[src/rtl/dmem_port_pkg.sv]
// Shared types and helpers for the data-memory port.
//   dmem_state_t    : port FSM states (IDLE, BUSY, DONE)
//   load_funct3_t   : RV32I load width/sign encodings
//   store_funct3_t  : RV32I store width encodings
//   is_misaligned() : alignment check for a request's funct3 and byte offset
package dmem_port_pkg;

  localparam int LANES = 4;

  typedef enum logic [1:0] {
    IDLE = 2'd0,
    BUSY = 2'd1,
    DONE = 2'd2
  } dmem_state_t;

  typedef enum logic [2:0] {
    LB  = 3'b000,
    LH  = 3'b001,
    LW  = 3'b010,
    LBU = 3'b100,
    LHU = 3'b101
  } load_funct3_t;

  typedef enum logic [2:0] {
    SB = 3'b000,
    SH = 3'b001,
    SW = 3'b010
  } store_funct3_t;

  // Unlisted funct3 codes behave as full-word accesses, so they need
  // word alignment.
  function automatic logic is_misaligned(input logic       is_store,
                                         input logic [2:0] funct3,
                                         input logic [1:0] off);
    logic res;
    res = 1'b0;
    if (is_store) begin
      case (funct3)
        SB:      res = 1'b0;
        SH:      res = off[0];
        default: res = (off != 2'b00);
      endcase
    end else begin
      case (funct3)
        LB, LBU: res = 1'b0;
        LH, LHU: res = off[0];
        default: res = (off != 2'b00);
      endcase
    end
    return res;
  endfunction

endpackage

[src/rtl/dmem_port_if.sv]
// Data-cache bus between the MEM-stage port (master) and the cache (slave).
//   mem_addr  : word-aligned byte address
//   mem_read  : read strobe, held until mem_resp
//   mem_write : write strobe, held until mem_resp
//   mem_wmask : byte-lane write enables
//   mem_wdata : lane-shifted store data
//   mem_rdata : cache read data, valid with mem_resp
//   mem_resp  : single-cycle completion
interface dmem_port_if #(
  parameter int ADDR_W = 32,
  parameter int DATA_W = 32
);

  logic [ADDR_W-1:0]   mem_addr;
  logic                mem_read;
  logic                mem_write;
  logic [DATA_W/8-1:0] mem_wmask;
  logic [DATA_W-1:0]   mem_wdata;
  logic [DATA_W-1:0]   mem_rdata;
  logic                mem_resp;

  modport master (
    output mem_addr, mem_read, mem_write, mem_wmask, mem_wdata,
    input  mem_rdata, mem_resp
  );

  modport slave (
    input  mem_addr, mem_read, mem_write, mem_wmask, mem_wdata,
    output mem_rdata, mem_resp
  );

endinterface

[src/rtl/dmem_load_align.sv]
// Combinational load alignment: picks the addressed byte/half/word out of
// the cache word and sign- or zero-extends it.
//   funct3    : load encoding (load_funct3_t)
//   offset    : byte offset within the word (addr[1:0])
//   mem_rdata : raw cache word
//   rdata     : aligned, extended result
module dmem_load_align
  import dmem_port_pkg::*;
#(
  parameter int DATA_W = 32
) (
  input  logic [2:0]        funct3,
  input  logic [1:0]        offset,
  input  logic [DATA_W-1:0] mem_rdata,
  output logic [DATA_W-1:0] rdata
);

  logic signed [7:0]  byte_s;
  logic signed [15:0] half_s;

  always_comb begin
    byte_s = mem_rdata[{offset, 3'b000} +: 8];
    half_s = mem_rdata[{offset[1], 4'b0000} +: 16];
    case (funct3)
      LB:      rdata = {{(DATA_W-8){byte_s[7]}}, byte_s};
      LBU:     rdata = {{(DATA_W-8){1'b0}}, byte_s};
      LH:      rdata = {{(DATA_W-16){half_s[15]}}, half_s};
      LHU:     rdata = {{(DATA_W-16){1'b0}}, half_s};
      default: rdata = mem_rdata;
    endcase
  end

endmodule

[src/rtl/dmem_port.sv]
// MEM-stage data-memory port. Accepts a load/store request from the
// pipeline, runs one handshaked transaction on the cache bus, stalls the
// pipeline until the cache responds, then holds the result until the
// pipeline advances.
//   clk, rst       : clock, synchronous active-high reset
//   req_read/write : MEM-stage load/store request (both high = store)
//   req_funct3     : load/store width encoding
//   req_addr       : byte address
//   req_wdata      : LSB-justified store data
//   pipe_advance   : pipeline consumes the result this cycle
//   stall          : hold upstream stages
//   rdata          : aligned/extended load result
//   rdata_valid    : rdata meaningful (loads in DONE)
//   misaligned     : one-cycle pulse on a rejected misaligned request
//   mem            : cache bus (master side)
module dmem_port
  import dmem_port_pkg::*;
#(
  parameter int ADDR_W = 32,
  parameter int DATA_W = 32
) (
  input  logic              clk,
  input  logic              rst,
  input  logic              req_read,
  input  logic              req_write,
  input  logic [2:0]        req_funct3,
  input  logic [ADDR_W-1:0] req_addr,
  input  logic [DATA_W-1:0] req_wdata,
  input  logic              pipe_advance,
  output logic              stall,
  output logic [DATA_W-1:0] rdata,
  output logic              rdata_valid,
  output logic              misaligned,
  dmem_port_if.master       mem
);

  function automatic logic [LANES-1:0] store_mask(input logic [2:0] f3,
                                                  input logic [1:0] off);
    logic [LANES-1:0] m;
    case (f3)
      SB:      m = LANES'(1) << off;
      SH:      m = off[1] ? 4'b1100 : 4'b0011;
      default: m = '1;
    endcase
    return m;
  endfunction

  function automatic logic [DATA_W-1:0] store_data(input logic [2:0]        f3,
                                                   input logic [1:0]        off,
                                                   input logic [DATA_W-1:0] wd);
    logic [DATA_W-1:0] d;
    case (f3)
      SB:      d = DATA_W'(wd[7:0]) << {off, 3'b000};
      SH:      d = DATA_W'(wd[15:0]) << {off[1], 4'b0000};
      default: d = wd;
    endcase
    return d;
  endfunction

  dmem_state_t state, next_state;

  logic              req_any;
  logic              req_bad;
  logic              req_go;
  logic [DATA_W-1:0] aligned;

  logic [ADDR_W-1:0] mem_addr_p1;
  logic              mem_read_p1;
  logic              mem_write_p1;
  logic [LANES-1:0]  mem_wmask_p1;
  logic [DATA_W-1:0] mem_wdata_p1;
  logic [2:0]        ld_funct3_p1;
  logic [1:0]        ld_off_p1;
  logic [DATA_W-1:0] rdata_p2;
  logic              vld_p2;

  // A simultaneous read+write is a store; the read is dropped.
  assign req_any = req_read | req_write;
  assign req_bad = req_any && is_misaligned(req_write, req_funct3, req_addr[1:0]);
  assign req_go  = (state == IDLE) && req_any && !req_bad && !rst;

  always_ff @(posedge clk) begin
    if (rst) state <= IDLE;
    else     state <= next_state;
  end

  always_comb begin
    next_state = state;
    stall      = 1'b0;
    misaligned = 1'b0;
    case (state)
      IDLE: begin
        if (req_go) begin
          stall      = 1'b1;
          next_state = BUSY;
        end else if (req_bad && !rst) begin
          misaligned = 1'b1;
        end
      end
      BUSY: begin
        stall = 1'b1;
        if (mem.mem_resp) next_state = DONE;
      end
      DONE: begin
        if (pipe_advance) next_state = IDLE;
      end
      default: next_state = IDLE;
    endcase
  end

  dmem_load_align #(.DATA_W(DATA_W)) u_align (
    .funct3    (ld_funct3_p1),
    .offset    (ld_off_p1),
    .mem_rdata (mem.mem_rdata),
    .rdata     (aligned)
  );

  // Stage p1: request latched onto the cache bus
  // Stage p2: response captured into rdata
  // rdata is cleared on leaving DONE so it reads 0 whenever the port is idle.
  always_ff @(posedge clk) begin
    if (rst) begin
      mem_addr_p1  <= '0;
      mem_read_p1  <= 1'b0;
      mem_write_p1 <= 1'b0;
      mem_wmask_p1 <= '0;
      mem_wdata_p1 <= '0;
      ld_funct3_p1 <= '0;
      ld_off_p1    <= '0;
      rdata_p2     <= '0;
      vld_p2       <= 1'b0;
    end else begin
      case (state)
        IDLE: begin
          if (req_go) begin
            mem_addr_p1  <= {req_addr[ADDR_W-1:2], 2'b00};
            ld_funct3_p1 <= req_funct3;
            ld_off_p1    <= req_addr[1:0];
            mem_read_p1  <= !req_write;
            mem_write_p1 <= req_write;
            mem_wmask_p1 <= req_write ? store_mask(req_funct3, req_addr[1:0]) : '0;
            mem_wdata_p1 <= req_write ? store_data(req_funct3, req_addr[1:0], req_wdata) : '0;
          end
        end
        BUSY: begin
          if (mem.mem_resp) begin
            mem_read_p1  <= 1'b0;
            mem_write_p1 <= 1'b0;
            rdata_p2     <= mem_read_p1 ? aligned : '0;
            vld_p2       <= mem_read_p1;
          end
        end
        DONE: begin
          if (pipe_advance) begin
            rdata_p2 <= '0;
            vld_p2   <= 1'b0;
          end
        end
        default: ;
      endcase
    end
  end

  assign mem.mem_addr  = mem_addr_p1;
  assign mem.mem_read  = mem_read_p1;
  assign mem.mem_write = mem_write_p1;
  assign mem.mem_wmask = mem_wmask_p1;
  assign mem.mem_wdata = mem_wdata_p1;
  assign rdata         = rdata_p2;
  assign rdata_valid   = vld_p2;

endmodule

[src/flat_wrapper.sv]
// flat-port wrapper written by rule: the top's interface ports become plain ports
module dmem_port_flat import dmem_port_pkg::*;
#(
  parameter int ADDR_W = 32,
  parameter int DATA_W = 32
)
  (clk, rst, req_read, req_write, req_funct3, req_addr, req_wdata, pipe_advance, stall, rdata, rdata_valid, misaligned, mem_mem_addr, mem_mem_read, mem_mem_write, mem_mem_wmask, mem_mem_wdata, mem_mem_rdata, mem_mem_resp);
  dmem_port_if #(.ADDR_W(ADDR_W), .DATA_W(DATA_W)) mem_i ();
  input  logic clk;
  input  logic rst;
  input  logic req_read;
  input  logic req_write;
  input  logic [2:0] req_funct3;
  input  logic [ADDR_W-1:0] req_addr;
  input  logic [DATA_W-1:0] req_wdata;
  input  logic pipe_advance;
  output logic stall;
  output logic [DATA_W-1:0] rdata;
  output logic rdata_valid;
  output logic misaligned;
  output wire logic [$bits(mem_i.mem_addr)-1:0] mem_mem_addr;
  output wire logic [$bits(mem_i.mem_read)-1:0] mem_mem_read;
  output wire logic [$bits(mem_i.mem_write)-1:0] mem_mem_write;
  output wire logic [$bits(mem_i.mem_wmask)-1:0] mem_mem_wmask;
  output wire logic [$bits(mem_i.mem_wdata)-1:0] mem_mem_wdata;
  input wire logic [$bits(mem_i.mem_rdata)-1:0] mem_mem_rdata;
  input wire logic [$bits(mem_i.mem_resp)-1:0] mem_mem_resp;
  assign mem_mem_addr = mem_i.mem_addr;
  assign mem_mem_read = mem_i.mem_read;
  assign mem_mem_write = mem_i.mem_write;
  assign mem_mem_wmask = mem_i.mem_wmask;
  assign mem_mem_wdata = mem_i.mem_wdata;
  assign mem_i.mem_rdata = mem_mem_rdata;
  assign mem_i.mem_resp = mem_mem_resp;
  dmem_port #(.ADDR_W(ADDR_W), .DATA_W(DATA_W)) u_core (.clk(clk), .rst(rst), .req_read(req_read), .req_write(req_write), .req_funct3(req_funct3), .req_addr(req_addr), .req_wdata(req_wdata), .pipe_advance(pipe_advance), .stall(stall), .rdata(rdata), .rdata_valid(rdata_valid), .misaligned(misaligned), .mem(mem_i));
endmodule
[config.mk]
export PLATFORM = sky130hd
export DESIGN_NAME = dmem_port_flat
export DESIGN_NICKNAME = d
export VERILOG_FILES = /design/src/rtl/dmem_port_pkg.sv /design/src/rtl/dmem_port_if.sv /design/src/rtl/dmem_load_align.sv /design/src/rtl/dmem_port.sv /design/src/flat_wrapper.sv
export SDC_FILE = /design/constraint.sdc
export NUM_CORES = 1
export LEC_CHECK = 0
export ABC_AREA = 1
export ABC_CLOCK_PERIOD_IN_PS = 2400
export BUFFER_PORTS_ARGS = -buffer_cell sky130_fd_sc_hd__buf_2
export CORE_MARGIN = 3
export CORE_UTILIZATION = 52
export CTS_CLUSTER_DIAMETER = 100
export DETAILED_ROUTE_END_ITERATION = 12
export HOLD_SLACK_MARGIN = 0.1
export PLACE_DENSITY = 0.95
export SLEW_MARGIN = 20
export SYNTH_ARGS = -nofsm -noshare
export SYNTH_HDL_FRONTEND = slang
export SYNTH_SLANG_ARGS = --single-unit
[constraint.sdc]
create_clock -name clk -period 2.4 [get_ports clk]
set_input_delay 0.36 -clock clk [delete_from_list [all_inputs] [get_ports clk]]
set_output_delay 0.36 -clock clk [all_outputs]
set_load 0.005 [all_outputs]
==> impl_metrics.env, run 1 <==
export IMPL_rr_endpoint="u_core.mem.mem_addr[10]"
export IMPL_cp_max_fo=17
export IMPL_fin_util=0.6739
export IMPL_crit_top_cell="nand2_1"
export IMPL_fin_hold_ws_ns=0.2077
export IMPL_ant_nets=0
export IMPL_area_delta_synth_final_pct=25.53
export IMPL_cts_tree="built"
export IMPL_reg2reg_from="u_core.state[0]"
export IMPL_hold_class="in -> reg"
export IMPL_ctsHoldBuffers=0
export IMPL_synth_cell_type_count=29
export IMPL_dp_hpwl_mm=11.22
export IMPL_diodes=0
export IMPL_dieArea_sq_mm=0.01079
export IMPL_status="finished clean"
export IMPL_rsz0062_at_grt="false"
export IMPL_wl_per_cell_um=14.29
export IMPL_synth_cells=737
export IMPL_slew_viol_final=0
export IMPL_grt_total_usage=0.2716
export IMPL_cap_violations=0
export IMPL_p_leak_nw=3.009
export IMPL_dr_total_vias=5648
export IMPL_ys_seq_area_frac=0.4338
export IMPL_reg2reg_depth=7
export IMPL_pwr_share_comb=0.177
export IMPL_worstSetupEndpointType="primary output"
export IMPL_post_route_drc_count=0
export IMPL_syn_cell_area_sq_mm=0.004984
export IMPL_die_w_um=103.9
export IMPL_hold_violations=0
export IMPL_initial_utilization=0.5368
export IMPL_worst_path_largest_cell_delay_ns=0.35
export IMPL_dr_pass1_iters=5
export IMPL_switchingPower_mw=1.169
export IMPL_slew_headroom=0.5527
export IMPL_startpoint_type="flip-flop"
export IMPL_cts_setup_buffers=0
export IMPL_ctsLongestPathBuffers=2
export IMPL_path_depth=6
export IMPL_seq_power_share=0.516
export IMPL_clk_latency_ns=0.38
export IMPL_grt_pass1_wl_mm=24.42
export IMPL_ys_seq_elements=108
export IMPL_startpoint="u_core.state[0]"
export IMPL_place_gp_congestion=0.9693
export IMPL_grt_max_degree=59
export IMPL_port_buffers=207
export IMPL_cp_data_arrival_time_ns=1.68
export IMPL_drive_gt1_frac=0.2839
export IMPL_ff2ff_setup_slack_ns=0.53
export IMPL_critPathBufInv=2
export IMPL_endpoint="stall"
export IMPL_clkTransAtPathRegs_ns=0.12
export IMPL_cp_required_ns=2.04
export IMPL_fmax_mhz=490.9
export IMPL_vias_per_cell=5.333
export IMPL_cpLargestDelayFamily="simple AND/OR/NAND/NOR gates"
export IMPL_p_clk_frac=0.307
export IMPL_worst_path_max_delay_cell="nand3_2"
export IMPL_final_min_clock_period_ns=2.037
export IMPL_path_class="reg -> out"
export IMPL_tns_ns=0
export IMPL_routed_wirelength_mm=15.13
export IMPL_swShare=0.3166
export IMPL_cts_root_buf="clkbuf_8"
export IMPL_cts_repair_resized=0
export IMPL_grt_pass1_vias=5271
export IMPL_ios=210
export IMPL_fp_dieH_um=103.9
export IMPL_max_slew_worst_pin_slew_ns=0.6664
export IMPL_nets=1030
export IMPL_setup_viol=0
export IMPL_path_cells="inv_2 > nand2_1 > nor2_1 > nand3_2 > nand2_1 > buf_2"
export IMPL_p_per_area_mw_per_mm2=590.0
export IMPL_fp_row_count=35
export IMPL_grt_overflow_total=0
export IMPL_cts_made_buffers=9
export IMPL_drt_initial_drc_count=312
export IMPL_yosysWarnings=0
export IMPL_p_int_mw=2.523
export IMPL_max_vdd_ir_drop_mv=0.5286
export IMPL_cts_sinks=108
export IMPL_syn_area_per_cell_sq_um=6.762
export IMPL_htree_levels=3
export IMPL_antenna_found_initial=1
export IMPL_fin_crit_sh=0.8487
export IMPL_core_area_sq_mm=0.009284
export IMPL_clock_skew_ns=0.01741
[worst min-delay path by stage]
stage	slack (ns)	end	startpoint	depth (start not counted)
after detailed placement	0.45	u_core.mem.mem_wdata[24]	u_core.mem.mem_wdata[24]	2
after global routing	0.20	u_core.mem.mem_addr[9]	req_addr[9]	3
after CTS	0.20	u_core.mem.mem_addr[5]	req_addr[5]	3
after global placement	0.45	u_core.mem.mem_write	u_core.mem.mem_write	2
final	0.21	u_core.mem.mem_addr[12]	req_addr[12]	3
after floorplan	0.46	u_core.rdata_valid	u_core.rdata_valid	2
[Yosys cell counts]
cell type / n / area, sq um
inv_1: 28 / 105.1
buf_1: 2 / 7.510
o21ai_1: 1 / 5.000
nor2_2: 4 / 25.02
buf_2: 19 / 95.09
o21ai_0: 20 / 100.1
nand3b_1: 2 / 15.01
o211ai_2: 1 / 12.51
nand3_2: 2 / 20.02
or2_2: 5 / 31.28
nand4_1: 9 / 56.30
o21ai_2: 1 / 8.760
o211ai_1: 5 / 37.54
nand2_1: 282 / 1059
buf_6: 6 / 67.56
clkbuf_1: 15 / 56.30
nor2_4: 2 / 22.52
nand2_2: 3 / 18.77
inv_2: 8 / 30.03
nor3_1: 5 / 25.02
conb_1: 1 / 3.750
nand3_1: 35 / 175.2
nor2_1: 38 / 142.6
or2_0: 1 / 6.260
or2_1: 1 / 6.260
buf_4: 3 / 22.52
dfxtp_1: 108 / 2162
a21oi_1: 129 / 645.6
nand4_4: 1 / 21.27
[placed cells by master, fill, tap and decap left out]
cell | netlist | layout
o21ai_2 | 1 | 1
inv_8 | 0 | 2
nor2_4 | 2 | 2
conb_1 | 1 | 2
nor2_1 | 38 | 38
nor3_1 | 5 | 5
clkinv_4 | 0 | 1
or2_1 | 1 | 1
inv_6 | 0 | 1
clkbuf_8 | 0 | 9
nand4_1 | 9 | 9
nand3_1 | 35 | 35
nand2_2 | 3 | 3
nor2_2 | 4 | 4
nand3_2 | 2 | 2
o21ai_1 | 1 | 1
o21ai_0 | 20 | 20
clkinv_8 | 0 | 3
nand3b_1 | 2 | 2
inv_1 | 28 | 28
or2_0 | 1 | 1
buf_4 | 3 | 15
a21oi_1 | 129 | 129
o211ai_2 | 1 | 1
o211ai_1 | 5 | 5
inv_2 | 8 | 8
dfxtp_1 | 108 | 108
nand4_4 | 1 | 1
or2_2 | 5 | 5
nand2_1 | 282 | 282
buf_2 | 19 | 206
[worst min-delay path: cells and delay by family]
kind,cells,cell delay (ns)
compound gates,1,0.05
simple gates,1,0.05
buf+inv,1,0.09
[power by group through the flow]
stage               registers [mW]  logic, mW  clock network (mW)
finish                        1.90      0.654                1.13
floorplan                     1.94      0.404                   0
CTS                           1.90      0.648                1.15
global route                  1.91      0.731                1.22
detailed placement            1.94      0.645                   0
global placement              1.94      0.632                   0
[area by class of cell]
type	count	area (sq um)
repair buffers	221	1144
well taps	129	161.4
fillers	847	3028
clock inverters	7	88.84
clock buffers	9	123.9
multi-input cells	549	2441
flip-flops and latches	108	2162
inverters	36	135.1
[registers in the layout, summed over array words and instances (netlist names)]
register,flops
u_core.mem.mem_wdata,32
u_core.rdata,32
u_core.mem.mem_addr,30
u_core.mem.mem_wmask,4
u_core.ld_funct3_p1,3
u_core.ld_off_p1,2
u_core.state,2
u_core.mem.mem_read,1
u_core.mem.mem_write,1
u_core.rdata_valid,1
[kinds of logic after synthesis]
family	Yosys count	share of synthesized area
simple gates	390	0.3259
buf+inv	81	0.07708
flops	108	0.4338
compound gates	157	0.1624
other cells	1	0.0007525
[per-stage QoR]
stage	total power, mW	setup slack, ns	instances	area [sq um]
2_1_floorplan	2.342	1.046	738	4987
3_3_place_gp	2.572	0.5160	1043	6043
3_5_place_dp	2.588	0.3916	1043	6043
4_1_cts	3.705	0.3397	1059	6256
5_1_grt	3.867	0.2075	1059	6256
6_report	3.691	0.3631	1059	6256
[routing by layer]
metal	GRT usage	up-vias	wire length, um
met5	0	-	8
met4	0.09877	2	406
met3	0.07635	50	1521
met2	0.4768	332	7423
met1	0.3155	2518	5772
li1	-	2746	-
(Power assumes the default switching activity.)
==> inputs of run 2 (changes only) <==
--- a/config.mk
+++ b/config.mk
@@ -6,14 +6,14 @@
 export NUM_CORES = 1
 export LEC_CHECK = 0
 export ABC_AREA = 1
-export ABC_CLOCK_PERIOD_IN_PS = 2400
+export ABC_CLOCK_PERIOD_IN_PS = 1700
 export BUFFER_PORTS_ARGS = -buffer_cell sky130_fd_sc_hd__buf_2
 export CORE_MARGIN = 3
-export CORE_UTILIZATION = 52
+export CORE_UTILIZATION = 43
 export CTS_CLUSTER_DIAMETER = 100
 export DETAILED_ROUTE_END_ITERATION = 12
 export HOLD_SLACK_MARGIN = 0.1
-export PLACE_DENSITY = 0.95
+export PLACE_DENSITY = 0.87
 export SLEW_MARGIN = 20
 export SYNTH_ARGS = -nofsm -noshare
 export SYNTH_HDL_FRONTEND = slang
==> constraint.sdc (replaced) <==
create_clock -name clk -period 1.7 [get_ports clk]
set_input_delay 0.255 -clock clk [delete_from_list [all_inputs] [get_ports clk]]
set_output_delay 0.255 -clock clk [all_outputs]
set_load 0.005 [all_outputs]
==> run 2 against run 1 <==
Clock skew decreased by 0.010 ns; register-to-register slack got worse by 0.37 ns; routed wire length increased by 1.3%; largest power group unchanged; highest routed layer is now met4; die area increased by 20%; clock power increased by 95%; critical path depth unchanged; power increased by 59%.
==> impl_metrics.env, run 2 (synthesis results as in run 1) <==
export IMPL_status="finished clean"
export IMPL_clk_latency_ns=0.35
export IMPL_die_w_um=113.7
export IMPL_fp_row_count=38
export IMPL_rsz0062_at_grt="false"
export IMPL_cp_data_arrival_time_ns=1.29
export IMPL_fin_util=0.5906
export IMPL_seq_power_share=0.457
export IMPL_cts_tree="built"
export IMPL_fp_dieH_um=113.7
export IMPL_tns_ns=0
export IMPL_grt_max_degree=105
export IMPL_path_class="reg -> out"
export IMPL_slew_viol_final=0
export IMPL_p_int_mw=4.195
export IMPL_nets=1043
export IMPL_drive_gt1_frac=0.2937
export IMPL_ff2ff_setup_slack_ns=0.16
export IMPL_worstSetupEndpointType="primary output"
export IMPL_multi_input_area_sq_mm=0.002449
export IMPL_fin_area_sq_mm=0.006543
export IMPL_max_vdd_ir_drop_mv=0.8582
export IMPL_fin_hold_ws_ns=0.1421
export IMPL_fmax_mhz=646.5
export IMPL_place_gp_congestion=0.9138
export IMPL_htree_levels=3
export IMPL_p_clk_frac=0.375
export IMPL_layout_common_cells="nand2_1, buf_2, a21oi_1"
export IMPL_area_delta_synth_final_pct=31.28
export IMPL_clock_skew_ns=0.007055
export IMPL_final_min_clock_period_ns=1.547
export IMPL_clkTransAtPathRegs_ns=0.08
export IMPL_hold_path_cell_count=3
export IMPL_setup_viol=0
export IMPL_drt_initial_drc_count=435
export IMPL_hold_class="in -> reg"
export IMPL_cp_max_fo=3
export IMPL_p_total_mw=5.875
export IMPL_slew_headroom=0.5701
export IMPL_cts_made_buffers=9
export IMPL_max_slew_worst_pin_slew_ns=0.6406
export IMPL_port_buffers=207
export IMPL_placed_area_sq_mm=0.006210
export IMPL_ant_nets=0
export IMPL_regArea_sq_mm=0.002162
export IMPL_final_fill_count=1072
export IMPL_switchingPower_mw=1.680
export IMPL_reg2reg_from="u_core.ld_off_p1[1]"
export IMPL_diodes=0
export IMPL_post_route_drc_count=0
export IMPL_cap_violations=0
export IMPL_cp_required_ns=1.44
export IMPL_initial_utilization=0.4499
export IMPL_ctsLongestPathBuffers=2
export IMPL_dr_total_vias=5616
export IMPL_grt_pass1_wl_mm=24.67
export IMPL_grt_overflow_total=0
export IMPL_reg2reg_depth=7
export IMPL_p_leak_nw=3.143
export IMPL_ios=210
export IMPL_cts_sinks=108
export IMPL_startpoint_type="flip-flop"
export IMPL_fin_crit_sh=0.9099
export IMPL_vias_per_cell=5.186
export IMPL_hold_violations=0
export IMPL_final_common_cell="nand2_1"
export IMPL_ctsHoldBuffers=0
export IMPL_routed_wirelength_mm=15.33
export IMPL_grt_pass1_vias=5205
export IMPL_grt_total_usage=0.2330
export IMPL_antenna_found_initial=0
export IMPL_dieArea_sq_mm=0.01292
export IMPL_cts_root_buf="clkbuf_16"
export IMPL_dp_hpwl_mm=11.33
export IMPL_min_to="u_core.mem.mem_addr[13]"
export IMPL_dr_pass1_iters=5
export IMPL_wl_per_cell_um=14.15
export IMPL_core_area_sq_mm=0.01108
export IMPL_p_per_area_mw_per_mm2=897.9
export IMPL_min_from="req_addr[13]"
export IMPL_swShare=0.2859
export IMPL_rr_endpoint="u_core.rdata[25]"
export IMPL_pwr_share_comb=0.169
[run 2: changes by cell type in the layout (fill, tap and decap cells not counted), sizes merged]
cell / change
buf: +13
bufinv: +1
clkinv: -1
[run 2: layout make-up]
cell class | count | area share
sequential | 108 | 0.3305
timing repair buffer | 234 | 0.1993
multi-input combinational | 549 | 0.3743
clock buffer | 9 | 0.03442
tap | 140 | 0.02677
inverter | 36 | 0.02065
clock inverter | 7 | 0.01415
[run 2: per-layer routing]
| layer | GRT usage | part of all wire | up-vias | routed length (um) |
|---|---|---|---|---|
| met5 | 0 | 0 | - | 0 |
| met4 | 0.08494 | 0.025 | 0 | 384 |
| met3 | 0.06101 | 0.10 | 31 | 1530 |
| met2 | 0.3895 | 0.47 | 300 | 7256 |
| met1 | 0.2894 | 0.40 | 2507 | 6158 |
| li1 | - | - | 2778 | - |
[run 2: critical path, stage by stage (launching register included)]
cell and delay (ns):
dfxtp_1 0.32, inv_2 0.08, nand2_1 0.09, nor2_1 0.18, nand3_4 0.08, nand2_1 0.09, buf_2 0.11
[run 2: stage by stage]
step,instances,setup slack (ns)
finish,1083,0.1531
global route,1083,0.02363
CTS,1083,0.1367
detailed placement,1066,0.009357
global placement,1066,0.09749
floorplan,738,0.4111
[run 2: timing repair]
item,4_1_cts,5_1_grt
resized for setup,1,0
setup endpoints to repair,1,0
buffers inserted,1,0
[run 2: power by group through the flow]
stage               clock network, mW  logic [mW]  registers (mW)
floorplan                           0       0.570            2.74
detailed placement                  0       0.978            2.74
CTS                              2.25       0.988            2.68
finish                           2.20       0.991            2.68
global route                     2.36        1.11            2.69
global placement                    0       0.968            2.74
[run 2: how the worst max path moves through the flow]
stage / startpoint / endpoint / cells past startpoint
6_report: u_core.state[0] / stall / 6
5_1_grt: u_core.state[0] / stall / 6
4_1_cts: u_core.state[0] / stall / 6
3_5_place_dp: req_write / u_core.mem.mem_addr[23] / 9
3_3_place_gp: req_write / u_core.mem.mem_addr[17] / 9
2_1_floorplan: u_core.state[1] / u_core.rdata[22] / 8
==> inputs of run 3 (changes only) <==
--- a/config.mk
+++ b/config.mk
@@ -8,8 +8,10 @@
 export ABC_AREA = 1
 export ABC_CLOCK_PERIOD_IN_PS = 1700
 export BUFFER_PORTS_ARGS = -buffer_cell sky130_fd_sc_hd__buf_2
+export CELL_PAD_IN_SITES_DETAIL_PLACEMENT = 0
+export CELL_PAD_IN_SITES_GLOBAL_PLACEMENT = 1
 export CORE_MARGIN = 3
-export CORE_UTILIZATION = 43
+export CORE_UTILIZATION = 29
 export CTS_CLUSTER_DIAMETER = 100
 export DETAILED_ROUTE_END_ITERATION = 12
 export HOLD_SLACK_MARGIN = 0.1
==> run 3 against run 2 <==
Final cell count grew 7.1%; design area grew 0.34%; clock skew grew 0.0018 ns; global-route usage shrank 6.0 points; fmax shrank 2.8%; sequential power is essentially flat; largest cell class unchanged.
==> impl_metrics.env, run 3 (synthesis results as in run 1) <==
export IMPL_status="finished clean"
export IMPL_path_class="reg -> out"
export IMPL_max_slew_worst_pin_slew_ns=0.6459
export IMPL_fin_util=0.3931
export IMPL_cts_made_buffers=9
export IMPL_layout_common_cells="nand2_1, buf_2, a21oi_1"
export IMPL_tns_ns=0
export IMPL_pwr_share_comb=0.172
export IMPL_worstSetupEndpointType="primary output"
export IMPL_cts_sinks=108
export IMPL_die_w_um=137.1
export IMPL_fp_dieH_um=137.1
export IMPL_startpoint_type="flip-flop"
export IMPL_seq_power_share=0.468
export IMPL_p_int_mw=4.059
export IMPL_fin_crit_sh=0.9360
export IMPL_dr_pass1_iters=5
export IMPL_cp_required_ns=1.44
export IMPL_initial_utilization=0.2984
export IMPL_hold_violations=0
export IMPL_routed_wirelength_mm=16.67
export IMPL_cap_violations=0
export IMPL_p_total_mw=5.727
export IMPL_cts_tree="built"
export IMPL_p_leak_nw=3.104
export IMPL_swShare=0.2912
export IMPL_cp_data_arrival_time_ns=1.34
export IMPL_htree_levels=3
export IMPL_ctsHoldBuffers=0
export IMPL_p_clk_frac=0.360
export IMPL_clock_skew_ns=0.008872
export IMPL_switchingPower_mw=1.668
export IMPL_grt_pass1_vias=5114
export IMPL_final_fill_count=1829
export IMPL_grt_overflow_total=0
export IMPL_diodes=0
export IMPL_dieArea_sq_mm=0.01879
export IMPL_final_min_clock_period_ns=1.591
export IMPL_wl_per_cell_um=14.37
export IMPL_grt_pass1_wl_mm=25.75
export IMPL_clkTransAtPathRegs_ns=0.08
export IMPL_ctsLongestPathBuffers=2
export IMPL_nets=1040
export IMPL_port_buffers=207
export IMPL_path_cells="inv_2 > nand2_2 > nor2_2 > nand3_2 > buf_4 > nand2_1 > buf_2"
export IMPL_slew_viol_final=0
export IMPL_setup_viol=0
export IMPL_ios=210
export IMPL_place_gp_congestion=0.8805
export IMPL_clk_latency_ns=0.35
export IMPL_area_delta_synth_final_pct=31.73
export IMPL_worst_path_max_delay_cell="dfxtp_1"
export IMPL_cts_root_buf="clkbuf_16"
export IMPL_final_common_cell="nand2_1"
export IMPL_grt_max_degree=55
export IMPL_vias_per_cell=4.703
export IMPL_slew_headroom=0.5665
export IMPL_drive_gt1_frac=0.2947
export IMPL_drt_initial_drc_count=300
export IMPL_p_per_area_mw_per_mm2=872.4
export IMPL_antenna_found_initial=2
export IMPL_fmax_mhz=628.4
export IMPL_core_area_sq_mm=0.01670
export IMPL_dr_total_vias=5455
export IMPL_ant_nets=0
export IMPL_worst_path_largest_cell_delay_ns=0.32
export IMPL_post_route_drc_count=0
export IMPL_cp_max_fo=4
export IMPL_ff2ff_setup_slack_ns=0.18
export IMPL_grt_total_usage=0.1725
export IMPL_rsz0062_at_grt="false"
export IMPL_max_vdd_ir_drop_mv=0.4793
export IMPL_fp_row_count=47
export IMPL_hold_class="in -> reg"
export IMPL_dp_hpwl_mm=12.34
[run 3: changes by cell type in the layout (fill, tap and decap cells not counted), moves of 2 or more]
cell and delta:
buf_12 -2, buf_4 -2, clkinv_4 -2, dfxtp_1 -2
dfxtp_2 +2
[run 3: per-stage QoR]
| stage | instances | worst slack [ns] | hold slack (ns) | area, sq um |
|---|---|---|---|---|
| after detailed placement | 1143 | 0.1176 | 0.4519 | 6262 |
| after global placement | 1143 | 0.1437 | 0.4487 | 6262 |
| after CTS | 1160 | 0.01164 | 0.1210 | 6554 |
| after floorplan | 738 | 0.4111 | 0.3988 | 4987 |
| final | 1160 | 0.1088 | 0.1435 | 6565 |
| after global routing | 1160 | 0.01088 | 0.1249 | 6565 |
[run 3: power groups by stage]
stage               Sequential [mW]  Combinational [mW]  Clock, mW
floorplan                      2.74               0.570          0
global placement               2.74               0.986          0
detailed placement             2.74               0.987          0
CTS                            2.68               0.993       2.14
global route                   2.69                1.11       2.22
finish                         2.68               0.987       2.06
[run 3: final timing paths]
| kind | to | cells past startpoint | start |
|---|---|---|---|
| max | stall | 7 | u_core.state[0] |
| min | u_core.mem.mem_addr[6] | 3 | req_addr[6] |
| max reg2reg | u_core.rdata[27] | 8 | u_core.state[1] |
| min reg2reg | u_core.mem.mem_wdata[25] | 2 | u_core.mem.mem_wdata[25] |
[run 3: cell type report]
class / instances / area, sq um / share of cell area
Multi-Input combinational cell: 549 / 2446 / 0.3726
Inverter: 36 / 135.1 / 0.02058
Sequential cell: 108 / 2165 / 0.3297
Clock inverter: 5 / 41.29 / 0.006289
Clock buffer: 11 / 242.7 / 0.03697
Tap cell: 220 / 275.3 / 0.04193
Timing Repair Buffer: 231 / 1260 / 0.1919
[run 3: worst max-delay path, delay by kind of cell, from the launching register on]
family	cells	cell delay, ns
buf+inv	3	0.35
flops	1	0.32
simple gates	4	0.32
[run 3: repair_timing]
action / 4_1_cts / 5_1_grt
setup buffers: 1 / 0
setup endpoints to repair: 1 / 10
gates resized for setup: 0 / 5
pin swaps: 1 / 0
[run 3: metal layers]
metal	global-route usage	vias up	part of all wire	routed length, um
met4	0.05211	4	0.018	299
met1	0.2165	2440	0.43	7127
li1	-	2771	-	-
met2	0.2760	213	0.46	7603
met3	0.06397	27	0.097	1613
met5	0	-	0.0016	27
